File: src/rtl/mux_scan_nto1.sv
// rtl/mux_scan_nto1.sv - registered N-to-1 word mux with manual select and dwell-timed auto-scan
// Output carries the word, its channel tag, a wrap pulse and an out-of-range load pulse.
module mux_scan_nto1 #(
  parameter int WIDTH    = 4,
  parameter int CHANNELS = 16,
  parameter int SEL_W    = 4,
  parameter int DWELL    = 4
) (
  input  logic                      CLK,
  input  logic                      RST_N,
  input  logic [CHANNELS*WIDTH-1:0] D,
  input  logic [SEL_W-1:0]          S,
  input  logic                      LOAD,
  input  logic                      MODE,
  input  logic                      EN,
  output logic [WIDTH-1:0]          Z,
  output logic [SEL_W-1:0]          ZSEL,
  output logic                      VALID,
  output logic                      WRAP,
  output logic                      ERR
);
  localparam int               NSLOT      = 1 << SEL_W;
  localparam logic [SEL_W-1:0] LAST_CH    = SEL_W'(CHANNELS - 1);
  localparam logic [15:0]      LAST_DWELL = 16'(DWELL - 1);

  logic [WIDTH-1:0] w_ch [NSLOT];
  logic             w_s_ok;
  logic             w_load_ok;
  logic             w_expire;
  logic             w_at_last;
  logic [SEL_W-1:0] w_sel_next;

  logic [SEL_W-1:0] r_sel;
  logic [15:0]      r_dwell_cnt;
  logic [WIDTH-1:0] r_z;
  logic [SEL_W-1:0] r_zsel;
  logic             r_valid;
  logic             r_wrap;
  logic             r_err;

  // Unused select codes read as zero; r_sel never reaches them anyway.
  for (genvar k = 0; k < NSLOT; k++) begin : g_ch
    if (k < CHANNELS) begin : g_used
      assign w_ch[k] = D[k*WIDTH +: WIDTH];
    end else begin : g_pad
      assign w_ch[k] = '0;
    end
  end

  assign w_s_ok     = (32'(S) < 32'(CHANNELS));
  assign w_load_ok  = LOAD && w_s_ok;
  assign w_expire   = MODE && (r_dwell_cnt == LAST_DWELL);
  assign w_at_last  = (r_sel == LAST_CH);
  assign w_sel_next = w_at_last ? '0 : r_sel + 1'b1;

  always_ff @(posedge CLK or negedge RST_N) begin
    if (!RST_N) begin
      r_sel       <= '0;
      r_dwell_cnt <= '0;
      r_z         <= '0;
      r_zsel      <= '0;
      r_valid     <= 1'b0;
      r_wrap      <= 1'b0;
      r_err       <= 1'b0;
    end else begin
      r_wrap <= 1'b0;
      r_err  <= 1'b0;
      if (EN) begin
        r_z     <= w_ch[r_sel];
        r_zsel  <= r_sel;
        r_valid <= 1'b1;
        // An accepted load pre-empts dwell expiry and restarts the dwell.
        if (w_load_ok) begin
          r_sel       <= S;
          r_dwell_cnt <= '0;
        end else if (w_expire) begin
          r_sel       <= w_sel_next;
          r_dwell_cnt <= '0;
          r_wrap      <= w_at_last;
        end else if (MODE) begin
          r_dwell_cnt <= r_dwell_cnt + 16'd1;
        end else begin
          r_dwell_cnt <= '0;
        end
        if (LOAD && !w_s_ok) begin
          r_err <= 1'b1;
        end
      end
    end
  end

  assign Z     = r_z;
  assign ZSEL  = r_zsel;
  assign VALID = r_valid;
  assign WRAP  = r_wrap;
  assign ERR   = r_err;

endmodule

File: config.mk
export PLATFORM = sky130hd
export DESIGN_NAME = mux_scan_nto1
export DESIGN_NICKNAME = d
export VERILOG_FILES = /design/src/rtl/mux_scan_nto1.sv
export SDC_FILE = /design/constraint.sdc
export NUM_CORES = 1
export LEC_CHECK = 0
export CORE_UTILIZATION = 48
export CTS_BUF_LIST = sky130_fd_sc_hd__clkbuf_4 sky130_fd_sc_hd__clkbuf_8
export DETAILED_ROUTE_END_ITERATION = 8
export HOLD_SLACK_MARGIN = 0.1
export PLACE_DENSITY = 0.95
export SYNTH_ARGS = -nofsm -noshare
export SYNTH_HDL_FRONTEND = slang
export SYNTH_SLANG_ARGS = --single-unit
File: constraint.sdc
create_clock -name CLK -period 2.93 [get_ports CLK]
set_input_delay 0.586 -clock CLK [delete_from_list [all_inputs] [get_ports CLK]]
set_output_delay 0.586 -clock CLK [all_outputs]
set_load 0.005 [all_outputs]
### Word-level counts from Yosys, hierarchy flattened

Cells that the tools add are included.

| cells by class | value |
|---|---|
| equal/unequal tests | 2 |
| multiplexer cells | 12 |
| $add $sub $neg | 2 |
| $mul | 0 |
| bitwise gates (word level) | 1 |
| divide/modulo/power cells | 0 |
| shift-type cells | 0 |
| reduce and logical (&&, ||, !) cells | 3 |
| magnitude comparators | 1 |

Operators by type and width:

| kind | count |
|---|---|
| two-way mux 16 bit | 3 |
| two-way mux 4 bit | 5 |
| adder 16 x 1 -> 16 bit (second input constant) | 1 |
| binary-select mux 4 bit (select 4 bit) | 1 |
| == test 16 x 2 -> 1 bit (second input constant) | 1 |
| greater-or-equal comparator 5 bit (second input constant) | 1 |
| inverter 4 -> 5 bit | 1 |
| adder 4 x 1 -> 4 bit (second input constant) | 1 |
| == test 4 bit (second input constant) | 1 |
| two-way mux 1 bit | 3 |
| AND reduction 2 bit | 1 |
| nonzero test 2 bit | 1 |
| logical AND 1 bit | 1 |

| storage, ports and cells | value |
|---|---|
| input bits | 73 |
| latch bits | 0 |
| output and inout port bits | 11 |
| bits in read-only memories | 0 |
| word-level logic and storage cells | 27 |
| RAM bits | 0 |
| bits in registers | 30 |
| memories kept | 0 |

### Depth between registers and ports, before layout

| depth | value |
|---|---|
| depth in word-level cells | 5 |
| gate-level depth with buffers | 6 |
| gate-level depth less buffers | 5 |

### Worst setup path after synthesis

OpenSTA, ideal clock, no wires.

| path | value |
|---|---|
| path kind | in2reg |
| start | input EN |
| end | register r_dwell_cnt[15] |
| library setup time | 0.078 ns |
| stages on the path | 4 |
| buffers on the path | 0 |
| arrival | 1.692 ns |
| slack | 1.160 ns |
| cell sequence | nand2_1 or4_4 or3_1 a21oi_1 |

RTL lines:

| item | line | text |
|---|---|---|
| start, declared | 15 | `input logic EN,` |
| end signal, assigned | 81 | `r_dwell_cnt <= r_dwell_cnt + 16'd1;` |
| end, declared | 34 | `logic [15:0] r_dwell_cnt;` |

### Worst setup path in the final report

| path | value |
|---|---|
| start | input EN |
| end | register r_sel[2] |

| between the ends | value |
|---|---|
| longest elaborated chain between the ends | 1 |

Ends and longest elaborated chain:

| item | line | text |
|---|---|---|
| AND reduction 2 bit (no source line) | n/a |  |
| end signal, assigned | 77 | `r_sel <= w_sel_next;` |
| end, declared | 33 | `logic [SEL_W-1:0] r_sel;` |

No other way between the ends.
A chain may end at the register's enable or synchronous reset.

==> qor.csv <==
stage,metric,value,unit
floorplanning,die_h,66.9,um
cells_and_area,drive_above_1_share,0.0979,
cells_and_area,diodes,0,
timing,rsz0062_at_grt,false,
timing,drv_slew,0,
synth,yosysTopAreaCellShare,0.372,
synth,synth-async-reset-ratio,1.00,
worst_setup_path,cp_max_fo,22,
timing,fin_crit,2.13,ns
cells_and_area,syn_to_final_growth,47.9,%
floorplanning,initial_core_util,0.501,
global_route,grt_pass1_vias,1814,
power,p_leak,1.22,nW
drt,via_per_inst,5.76,
job,maxCapViolCount,0,
outcome,status,"complete, no violations",
synth,syn_inst,206,
drt,finalWirelength,5.56,mm
clock_tree,ctsResizeCount,0,
worst_setup_path,r2r-start,r_dwell_cnt[0],
cells_and_area,final_common_cell,clkdlybuf4s50_1,
floorplanning,die_w,66.9,um
clock_tree,root_buffer,clkbuf_8,
synth,ys_types,38,
clock_tree,post_cts_buffers,0,
timing,setup_tns,0,ns
hold_path,hp-start,ZSEL[0],
synth,synth_edf_count,0,
worst_setup_path,rr_worst_depth,7,
worst_setup_path,r2r_slack,1.07,ns
power,powerDensity,428,nW/um2
synth,syn_area,2020,um2
worst_setup_path,regToRegEndpoint,r_dwell_cnt[13],
synth,synth_top_family_by_area,multiplexers,
synth,ys_ff_latch,30,
floorplanning,core_area,4030,um2
clock_tree,cts_tree,built,
power,total_power,1.28,mW
placement,hpwl,4.20,mm
clock_tree,cts_max_level,2,
synth,syn-num-nets,281,
cells_and_area,layout.nets,360,
worst_setup_path,critPathArrivalTime,2.34,ns
floorplanning,io_pins,84,
drt,ant_nets,0,
global_route,grt_pass1_wl,8.12,mm
worst_setup_path,crit_path_end_kind,flop,
timing,worstMarginPinSlew,0.771,ns
synth,synth_mux_area_frac,0.226,
clock_tree,clk_latency,0.28,ns
power,ir_drop,0.223,mV
drt,drc_errors,0,
synth,seq_area_frac_synth,0.372,
worst_setup_path,start_kind,input pin,
synth,avgSynthCellArea,9.80,um2
global_route,grt_overflow,0,
worst_setup_path,cp.required,3.14,ns
synth,synth-simple-area-share,0.186,
drt,drt-initial-drc-count,89,
timing,clock_skew,0.00567,ns
synth,synth_fa_ha_area_frac,0.0124,
floorplanning,std_cell_rows,23,
hold_path,min_path_type,flop to flop,
timing,slew_headroom,0.486,
timing,hold_viol,0,
synth,synth-compound-area-share,0.109,
worst_setup_path,worstSetupPathType,input pin to flop,
timing,setup_violations,0,
synth,synth_area_leaders,"dfrtp_1 37%, mux2i_1 11%, mux4_2 8.9%",
hold_path,min_to,ZSEL[0],
synth,yosys.area.top_type,dfrtp_1,
synth,synth_ff_type,dfrtp_1,
clock_tree,clk_path_buf_depth,2,
global_route,grt_use_total,0.246,
drt,wire_per_inst,16.6,um
hold_path,whs_path_depth,1,
cells_and_area,layout_common_cells,"82 x clkdlybuf4s50_1, 30 x dfrtp_1, 23 x mux2i_1",
synth,yosysWarningCount,0,
clock_tree,cts.clk_slew.worst_paths,0.06,ns
placement,gp_congestion,0.831,
clock_tree,cts_buffers,5,
clock_tree,ctsHoldBuffers,0,
global_route,antenna_found_initial,0,
drt,firstDrtPassIters,4,
drt,routed-via-count,1934,
global_route,grt_max_degree,31,
timing,fmax,0.469,GHz
floorplanning,design.die.area,4470,um2
timing,timing.final.crit_share,0.727,
placement,port_buffers,82,
clock_tree,cts_num_sinks,30,
synth,synth-xor-area-share,0.0390,
## worst max-delay path, stage by stage
cell	delay (ns)
clkdlybuf4s50_1	0.48
buf_4	0.25
inv_1	0.26
or3_1	0.38
or3_1	0.31
nand3_1	0.08
## logic make-up after synthesis
family | count (synthesis)
other | 1
flip-flops | 30
AND/OR/NAND/NOR | 68
AO/OA/AOI/OAI | 34
multiplexers | 35
adder cells (fa/ha/maj) | 2
XOR/XNOR | 9
buffers and inverters | 27
## power breakdown
group / internal, mW / switching, mW / total [mW]
clock: 0.237 / 0.146 / 0.383
sequential: 0.450 / 0.0508 / 0.501
combinational: 0.249 / 0.145 / 0.394
## metal layers
| metal | up-vias | wire [um] | global-route usage |
|---|---|---|---|
| met3 | 12 | 569 | 0.0668 |
| met2 | 89 | 2780 | 0.442 |
| met1 | 906 | 2080 | 0.272 |
| met4 | 0 | 132 | 0.0984 |
| met5 | - | 0 | 0 |
| li1 | 927 | - | - |
## Yosys cell counts (5+ instances only)
library cell  count
dfrtp_1          30
xnor2_1           9
nor2_1           14
a21oi_1          10
nand3_1          14
nor4_1            6
mux2i_1          23
mux4_2            8
inv_1            12
nand2_1           8
o21ai_0           5
nand4_1           5
clkbuf_1         10
## how the worst max path moves through the flow
stage | start | to | slack [ns] | cells past startpoint
after floorplan | EN | r_dwell_cnt[15] | 1.16 | 4
after global placement | EN | r_sel[2] | 0.60 | 6
after detailed placement | EN | r_sel[2] | 0.56 | 6
final | EN | r_sel[2] | 0.80 | 6
after CTS | EN | r_sel[2] | 0.81 | 6
after global routing | EN | r_sel[2] | 0.69 | 6
## stage by stage
step                 util  area, um2  hold slack [ns]  std cells  worst slack (ns)
floorplan               -       2020            0.290        206              1.16
global placement    0.714       2880            0.471        328             0.595
detailed placement  0.714       2880            0.455        328             0.560
CTS                 0.741       2990            0.505        336             0.807
global route        0.741       2990            0.531        336             0.688
finish              0.741       2990            0.507        336             0.799
## layout make-up
class | count | area (um2)
Inverter | 12 | 45.0
Sequential cell | 30 | 751
Multi-Input combinational cell | 149 | 1160
Fill cell | 298 | 1040
Timing Repair Buffer | 87 | 858
Tap cell | 50 | 62.6
Clock buffer | 8 | 110
## registers in the layout, summed over array words and instances, names as in the netlist
register and cells:
VALID 1, Z 4, WRAP 1, r_dwell_cnt 16, ZSEL 4, r_sel 4
Power figures use the tool's default switching activity.
